### config.mk
export PLATFORM = sky130hd
export DESIGN_NAME = tx_serial_fifo
export DESIGN_NICKNAME = d
export VERILOG_FILES = /design/src/rtl/ctrl_pkg.sv /design/src/rtl/sync_fifo_core.sv /design/src/rtl/tx_serial_fifo.sv
export SDC_FILE = /design/constraint.sdc
export NUM_CORES = 1
export LEC_CHECK = 0
export ABC_AREA = 1
export BUFFER_PORTS_ARGS = -buffer_cell sky130_fd_sc_hd__buf_4
export CORE_MARGIN = 5
export CORE_UTILIZATION = 50
export DETAILED_ROUTE_END_ITERATION = 12
export PLACE_DENSITY = 0.63
export SLEW_MARGIN = 20
export SYNTH_ARGS = -nofsm -noshare
export SYNTH_HDL_FRONTEND = slang
export SYNTH_SLANG_ARGS = --single-unit
### constraint.sdc
create_clock -name sclk -period 3.97 [get_ports sclk]
set_clock_uncertainty 0.2 [all_clocks]
set_input_delay 0.397 -clock sclk [delete_from_list [all_inputs] [get_ports sclk]]
set_output_delay 0.397 -clock sclk [all_outputs]
set_load 0.03 [all_outputs]
### src/rtl/ctrl_pkg.sv
// Shared control-word types for the I2S transmit path, plus frame-length helpers.
package ctrl_pkg;

  typedef enum logic {
    f16bits = 1'b0,
    f32bits = 1'b1
  } frame_size_t;

  typedef struct packed {
    logic        mute;
    frame_size_t frame_size;
  } OP_t;

  localparam int FRAME_LEN16 = 16;
  localparam int FRAME_LEN32 = 32;

  function automatic logic [5:0] frame_len(input OP_t op);
    return (op.frame_size == f16bits) ? 6'(FRAME_LEN16) : 6'(FRAME_LEN32);
  endfunction

endpackage

### src/rtl/sync_fifo_core.sv
// Single-clock FIFO storage with read/write pointers, occupancy count and
// status flags derived from the registered occupancy.
module sync_fifo_core #(
  parameter int WIDTH  = 32,
  parameter int ADDR   = 3,
  parameter int AF_LVL = 6,
  parameter int AE_LVL = 2
) (
  input  logic             sclk,
  input  logic             rst_,
  input  logic             wr_req,
  input  logic             rd_req,
  input  logic [WIDTH-1:0] wdata,
  output logic [WIDTH-1:0] rdata,
  output logic             wr_ok,
  output logic             rd_ok,
  output logic [ADDR:0]    level,
  output logic             full,
  output logic             empty,
  output logic             almost_full,
  output logic             almost_empty
);

  localparam int DEPTH = 1 << ADDR;
  localparam logic [ADDR:0] FULL_LVL = (ADDR+1)'(DEPTH);
  localparam logic [ADDR:0] AF_L     = (ADDR+1)'(AF_LVL);
  localparam logic [ADDR:0] AE_L     = (ADDR+1)'(AE_LVL);

  logic [WIDTH-1:0] mem_q [DEPTH];
  logic [ADDR-1:0]  wr_ptr_q, wr_ptr_d;
  logic [ADDR-1:0]  rd_ptr_q, rd_ptr_d;
  logic [ADDR:0]    level_q, level_d;

  assign level        = level_q;
  assign full         = (level_q == FULL_LVL);
  assign empty        = (level_q == '0);
  assign almost_full  = (level_q >= AF_L);
  assign almost_empty = (level_q <= AE_L);
  assign rdata        = mem_q[rd_ptr_q];

  // NOTE: every variable driven here gets a default first, so no latch is inferred.
  always_comb begin
    wr_ok    = wr_req && !full;
    rd_ok    = rd_req && !empty;
    wr_ptr_d = wr_ok ? wr_ptr_q + 1'b1 : wr_ptr_q;
    rd_ptr_d = rd_ok ? rd_ptr_q + 1'b1 : rd_ptr_q;
    level_d  = level_q;
    case ({wr_ok, rd_ok})
      2'b10:   level_d = level_q + 1'b1;
      2'b01:   level_d = level_q - 1'b1;
      default: level_d = level_q;
    endcase
  end

  // NOTE: sequential state uses non-blocking assignments so all flops update together.
  always_ff @(posedge sclk) begin
    if (!rst_) begin
      wr_ptr_q <= '0;
      rd_ptr_q <= '0;
      level_q  <= '0;
    end else begin
      wr_ptr_q <= wr_ptr_d;
      rd_ptr_q <= rd_ptr_d;
      level_q  <= level_d;
    end
  end

  // NOTE: storage is deliberately left out of reset; only valid entries are ever read.
  always_ff @(posedge sclk) begin
    if (wr_ok) mem_q[wr_ptr_q] <= wdata;
  end

endmodule

### src/rtl/tx_serial_fifo.sv
// Transmit sample buffer: FIFO of parallel words serialised MSB-first on bit_en,
// with underrun, mute, frame-abort handling and sticky error flags.
module tx_serial_fifo
  import ctrl_pkg::*;
#(
  parameter int WIDTH  = 32,
  parameter int ADDR   = 3,
  parameter int AF_LVL = 6,
  parameter int AE_LVL = 2
) (
  input  logic             sclk,
  input  logic             rst_,
  input  OP_t              OP,
  input  logic             wr_en,
  input  logic [WIDTH-1:0] din,
  input  logic             bit_en,
  input  logic             frame_start,
  input  logic             clr_err,
  output logic             dout,
  output logic             full,
  output logic             empty,
  output logic             almost_full,
  output logic             almost_empty,
  output logic [ADDR:0]    level,
  output logic             ovf,
  output logic             udf
);

  logic             load;
  logic [WIDTH-1:0] head;
  logic             wr_ok, rd_ok;
  logic [31:0]      load_word;

  logic [31:0] shift_q, shift_d;
  logic [4:0]  cnt_q, cnt_d;
  logic        dout_q, dout_d;
  logic        ovf_q, ovf_d;
  logic        udf_q, udf_d;

  assign load = frame_start && bit_en;
  assign dout = dout_q;
  assign ovf  = ovf_q;
  assign udf  = udf_q;

  sync_fifo_core #(
    .WIDTH (WIDTH),
    .ADDR  (ADDR),
    .AF_LVL(AF_LVL),
    .AE_LVL(AE_LVL)
  ) u_core (
    .sclk        (sclk),
    .rst_        (rst_),
    .wr_req      (wr_en),
    .rd_req      (load),
    .wdata       (din),
    .rdata       (head),
    .wr_ok       (wr_ok),
    .rd_ok       (rd_ok),
    .level       (level),
    .full        (full),
    .empty       (empty),
    .almost_full (almost_full),
    .almost_empty(almost_empty)
  );

  always_comb begin
    // Left-align the outgoing word in a 32-bit shifter; an underrun sends zeros.
    load_word = '0;
    if (rd_ok) begin
      if (OP.frame_size == f16bits) load_word = {head[15:0], 16'h0000};
      else                          load_word = 32'(head) << (32 - WIDTH);
    end

    shift_d = shift_q;
    cnt_d   = cnt_q;
    dout_d  = dout_q;
    if (load) begin
      dout_d  = load_word[31];
      shift_d = load_word << 1;
      cnt_d   = 5'(frame_len(OP) - 6'd1);
    end else if (bit_en) begin
      if (cnt_q != '0) begin
        dout_d  = shift_q[31];
        shift_d = shift_q << 1;
        cnt_d   = cnt_q - 1'b1;
      end else begin
        dout_d = 1'b0;
      end
    end
    if (OP.mute) dout_d = 1'b0;

    // A clear and a fresh error in the same cycle leave the flag set.
    ovf_d = clr_err ? 1'b0 : ovf_q;
    udf_d = clr_err ? 1'b0 : udf_q;
    if (wr_en && !wr_ok) ovf_d = 1'b1;
    if (load && !rd_ok)  udf_d = 1'b1;
  end

  always_ff @(posedge sclk) begin
    if (!rst_) begin
      shift_q <= '0;
      cnt_q   <= '0;
      dout_q  <= 1'b0;
      ovf_q   <= 1'b0;
      udf_q   <= 1'b0;
    end else begin
      shift_q <= shift_d;
      cnt_q   <= cnt_d;
      dout_q  <= dout_d;
      ovf_q   <= ovf_d;
      udf_q   <= udf_d;
    end
  end

endmodule
After elaboration in Yosys (flattened, before gate mapping)

Memory sizes are Yosys's and may differ from the RTL's. A register that Yosys moved wholly into a read port is not among the register bits.
Cells that the tools add are included.

Register bits after elaboration: 49
Bits in writable memories: 256
Input bits: 40
Output and inout bits: 11
Word-level logic and storage cells: 59
Memories kept: 1

$add $sub $neg: 6
Magnitude comparators: 2
Equal/unequal tests: 3
Muxes and demuxes: 20
Bitwise gates (word level): 1
Reductions and logical operators: 18

Memory list:

| name         | words | bits a word | read ports | clocked after memory_dff | write ports | RTL line             | source |
|---|---|---|---|---|---|---|---|
| u_core.mem_q | 8     | 32          | 1          | 1                        | 1           | sync_fifo_core.sv:29 | `logic [WIDTH-1:0] mem_q [DEPTH];` |

Operator list:

| kind                  | number |
|---|---|
| $mux W32              | 5 |
| $mux W5               | 4 |
| $reduce_bool A2 Y1    | 5 |
| $sub A5 B1 Y5 const B | 2 |
| $mux W1               | 8 |
| $pmux W4 S2           | 1 |
| $add A3 B1 Y3 const B | 2 |
| $mux W3               | 2 |
| $logic_and A1 B1 Y1   | 5 |
| $reduce_bool A5 Y1    | 1 |
| $add A4 B1 Y4 const B | 1 |
| $eq A4 B4 Y1 const B  | 1 |
| $ge A4 B3 Y1 const B  | 1 |
| $le A4 B2 Y1 const B  | 1 |
| $logic_not A1 Y1      | 4 |
| $logic_not A4 Y1      | 1 |
| $sub A4 B1 Y4 const B | 1 |
| $eq A2 B1 Y1 const B  | 1 |
| $eq A2 B2 Y1 const B  | 1 |
| $reduce_and A2 Y1     | 1 |
| $reduce_or A2 Y1      | 1 |
| $not A1 Y1            | 1 |

Longest topological paths before layout

Word-level depth: 6
Gate-level depth with buffers: 14
Gate-level depth less buffers: 12

Modules after synthesis

From an unflattened synthesis, not the netlist that was laid out.

Cells, all modules: 1181
Area, all modules: 12934.9 sq um

Modules (own cells, without submodules):

| module         | instances | cells each | area an instance (sq um) | seq. area each (sq um) |
|---|---|---|---|---|
| sync_fifo_core | 1         | 821        | 10639.0                  | 7947.6 |
| tx_serial_fifo | 1         | 360        | 2296.0                   | 780.7 |

Least setup slack after synthesis

Ideal clock, no wire load.

Kind: reg2reg
Start: register u_core.level_q[2], in the netlist u_core.level[2]
End: memory u_core.mem_q[0][0], enable pin
Setup time: 0.421 ns
Arrival time: 2.486 ns
Data required time: 3.349 ns
Slack: 0.863 ns
Cell stages (with the launch flop): 7
Buffers on the path: 0
Period minus slack after synthesis: 3.107 ns
Cells stage by stage: dfxtp_1 inv_1 nand3_1 nand2_1 inv_1 nand2_1 nor2_1

Word-level cells in the longest chain between the ends: 5

RTL lines:

| item                          | RTL line             | source |
|---|---|---|
| start: declaration            | sync_fifo_core.sv:32 | `logic [ADDR:0] level_q, level_d;` |
| start signal: assignment      | sync_fifo_core.sv:64 | `level_q <= level_d;` |
| $eq A4 B4 Y1                  | sync_fifo_core.sv:35 | `assign full = (level_q == FULL_LVL);` |
| $logic_not A1 Y1              | sync_fifo_core.sv:43 | `wr_ok = wr_req && !full;` |
| $logic_and A1 B1 Y1           | sync_fifo_core.sv:43 |  |
| $mux W1                       | sync_fifo_core.sv:70 | `if (wr_ok) mem_q[wr_ptr_q] <= wdata;` |
| $mux W1 (not written as such) | sync_fifo_core.sv:70 |  |
| end: declaration              | sync_fifo_core.sv:29 |  |

No other way between the ends.

Worst setup path after layout

Start: register u_core.level_q[1], in the netlist u_core.level[1]
End: memory u_core.mem_q[2][17], enable pin

The elaborated chain is that of the path after synthesis.

==> metrics.md <==
| Metric | Value |
|---|---|
| Num rows | `59` |
| Post-route minimum period | `between 2000 and 3000 ps` |
| Initial antenna violation count | `0` |
| DRC Markers | `0` |
| Worst VDD drop | `0.000370 V` |
| Fmax | `363 MHz` |
| Chip width | `173 um` |
| Post-synth cell types | `29` |
| Final WS setup | `about 1200 ps` |
| Die area | `30100 um2` |
| Crit Path Max Fanout | `20` |
| Register area share after synthesis | `0.654` |
| Synthesized flop and latch total | `308` |
| Largest net degree at the start of global routing | `129` |
| Worst path required time | `3960 ps` |
| Proportion of layout cells with a drive suffix above 1 | `0.0905` |
| Antenna diodes | `0` |
| Arr. time, crit path | `approximately 2800 ps` |
| Pins over their slew limit | `0` |
| Final ANT Viol Nets | `0` |
| Crit. End Element | `flop` |
| Syn Inst Count | `1357` |
| Setup_tns | `0 ps` |
| Critical path class | `reg2reg` |
| GRT Resource Usage Total | `0.213` |
| DR pass1 iterations | `5` |
| Vias in the first global route | `about 9000` |
| Via count | `9421` |
| Ys Warns | `0` |
| Dpl cell area | `14000 um2` |
| CTS tree | `built` |
| Post-synth design cell area | `between 10000 and 15000 um2` |
| Final setup violation count | `0` |
| Final Util | `0.590` |
| Max-cap violations | `0` |
| Leakage power | `6.47 nW` |
| Pre-CTS setup slack | `1240 ps` |
| GP Congestion | `0.825` |
| FF/Latch Area | `8730 um2` |
| Post-synth EDFFs | `~260` |
| Die H | `173 um` |
| Syn avg cell area | `9.83 um2` |
| Initial Util | `0.509` |
| Root buf cell | `clkbuf_16` |
| Initial DRC count | `946` |
| Pwr Density | `about 500 nW/um2` |
| Post-synth top flop | `edfxtp_1` |
| Routed wire length | `between 30 and 40 mm` |
| CTS sink count | `308` |
| Wire per inst | `18.0 um` |
| Ys async rst share | `0` |
| Multi-input gate area | `3500 um2` |
| Reg clk slew, reported paths | `60 ps` |
| CTS max path bufs | `3` |
| Grt ovf | `0` |
| TritonCTS buffer count | `35` |
| CTS H-tree depth | `2` |
| Area of the core | `between 20000 and 30000 um2` |
| Unrepaired setup endpoints after global routing | `false` |
| Fillers | `2190` |
| Worst-Margin Slew | `roughly 870 ps` |
| Final nets | `1471` |
| Routed vias/inst | `approximately 5.3` |
| Port Buf Inserts | `50` |
| Tcrit/Tclk final | `0.695` |
| Outcome | `complete, no violations` |
| First-pass GRT wire length | `50.9 mm` |
| Finished Cell Area | `15500 um2` |
| Syn_nets | `roughly 1400` |
| Hold Crit Class | `in2reg` |
| P&R area growth vs syn | `16.0%` |
| Slew headroom | `0.419` |
| Clk_lat worst skew | `500 ps` |
| Hpwl dp | `18.9 mm` |
| Critical Path Start Type | `flop` |
| Count of final hold-check violations | `0` |
| I/O pins | `51` |
| Post_cts resized | `0` |
cell usage after synthesis (4+ instances only):
master	count	area, um2
nand3_1	226	1130
o21ai_0	23	115
nor2_1	17	63.8
ha_1	6	75.1
buf_4	4	30.0
dfxtp_1	52	1040
a31oi_1	14	87.6
buf_1	8	30.0
buf_2	39	195
edfxtp_1	256	7690
a21oi_1	35	175
inv_1	216	811
nand2_1	387	1450
o21ai_1	22	110
clkbuf_1	17	63.8
nand4_1	14	87.6
state kept, by name, summed over array words and instances, names as in the netlist, named ones only:
name             cells
dout                 1
ovf                  1
cnt_q                5
udf                  1
u_core.wr_ptr_q      3
u_core.level         4
u_core.mem_q       256
shift_q             31
u_core.rd_ptr_q      3
logic make-up after synthesis:
family / Yosys count / share of synthesized area
simple gates: 652 / 0.212
flops: 308 / 0.654
buf+inv: 291 / 0.0884
compound gates: 96 / 0.0378
fa+ha+maj: 6 / 0.00563
xor+xnor: 4 / 0.00263
metrics by stage:
step	power, mW	std cells	hold WS (ps)
after floorplan	4.40	1357	233
after global placement	4.71	1685	246
after CTS	7.72	1779	57.1
after detailed placement	4.73	1685	260
after global routing	8.00	1782	67.0
final	7.67	1782	67.7
area by class of cell:
cell class                      count  share of cell area
Multi-Input combinational cell    758               0.226
Inverter                          220              0.0535
Clock buffer                       47              0.0623
Clock inverter                     12             0.00534
Timing Repair Buffer              102              0.0614
Tap cell                          335              0.0271
Sequential cell                   308               0.564
report_power, final:
part / internal [mW] / leakage [nW] / switching, mW
clock: 1.76 / 0.511 / 1.21
sequential: 3.63 / 2.75 / 0.0546
combinational: 0.312 / 3.21 / 0.704
layout by cell type (no fill, tap or decap), types with 5 or more instances in the layout:
cell type / netlist / routed
nand3_1: 226 / 226
clkinv_1: 0 / 7
a21oi_1: 35 / 35
nor2_1: 17 / 9
inv_1: 216 / 215
dlygate4sd3_1: 0 / 35
o21ai_1: 22 / 22
ha_1: 6 / 6
nand2_1: 387 / 387
clkinv_2: 1 / 5
clkbuf_16: 0 / 37
buf_4: 4 / 61
nand4_1: 14 / 14
o21ai_0: 23 / 23
a31oi_1: 14 / 14
clkbuf_1: 17 / 10
edfxtp_1: 256 / 256
nor2_4: 1 / 9
dfxtp_1: 52 / 50
worst paths after layout:
check,depth (start not counted),slack [ps],from,endpoint
min reg2reg,2,270,u_core.rd_ptr_q[2]$_SDFFE_PN0N_,flop
max,7,1210,u_core.level[1]$_SDFFE_PN0P_,u_core.mem_q[2][17]$_DFFE_PP_
max reg2reg,7,1210,u_core.level[1]$_SDFFE_PN0P_,u_core.mem_q[2][17]$_DFFE_PP_
min,3,70,rst_,u_core.level[3]$_SDFFE_PN0P_
per-layer routing:
layer  up-vias  GRT usage  part of all wire
met4         0     0.0535             0.019
li1       4592          -                 -
met1      4498      0.299              0.44
met3        38     0.0364             0.062
met5         -          0                 0
met2       293      0.348              0.48
worst max-delay path: stages, from the launching register on:
cell,delay (ps)
dfxtp_1,440
nor2_1,90
nand3_1,90
nand2_1,180
inv_1,150
nand2_1,260
nor2_4,660
buf_4,350
what timing repair did:
item | 4_1_cts | 5_1_grt
hold buffers | 35 | 0
setup buffers | 0 | 0
endpoints found under the hold margin | 259 | 0
(Power assumes the default switching activity.)
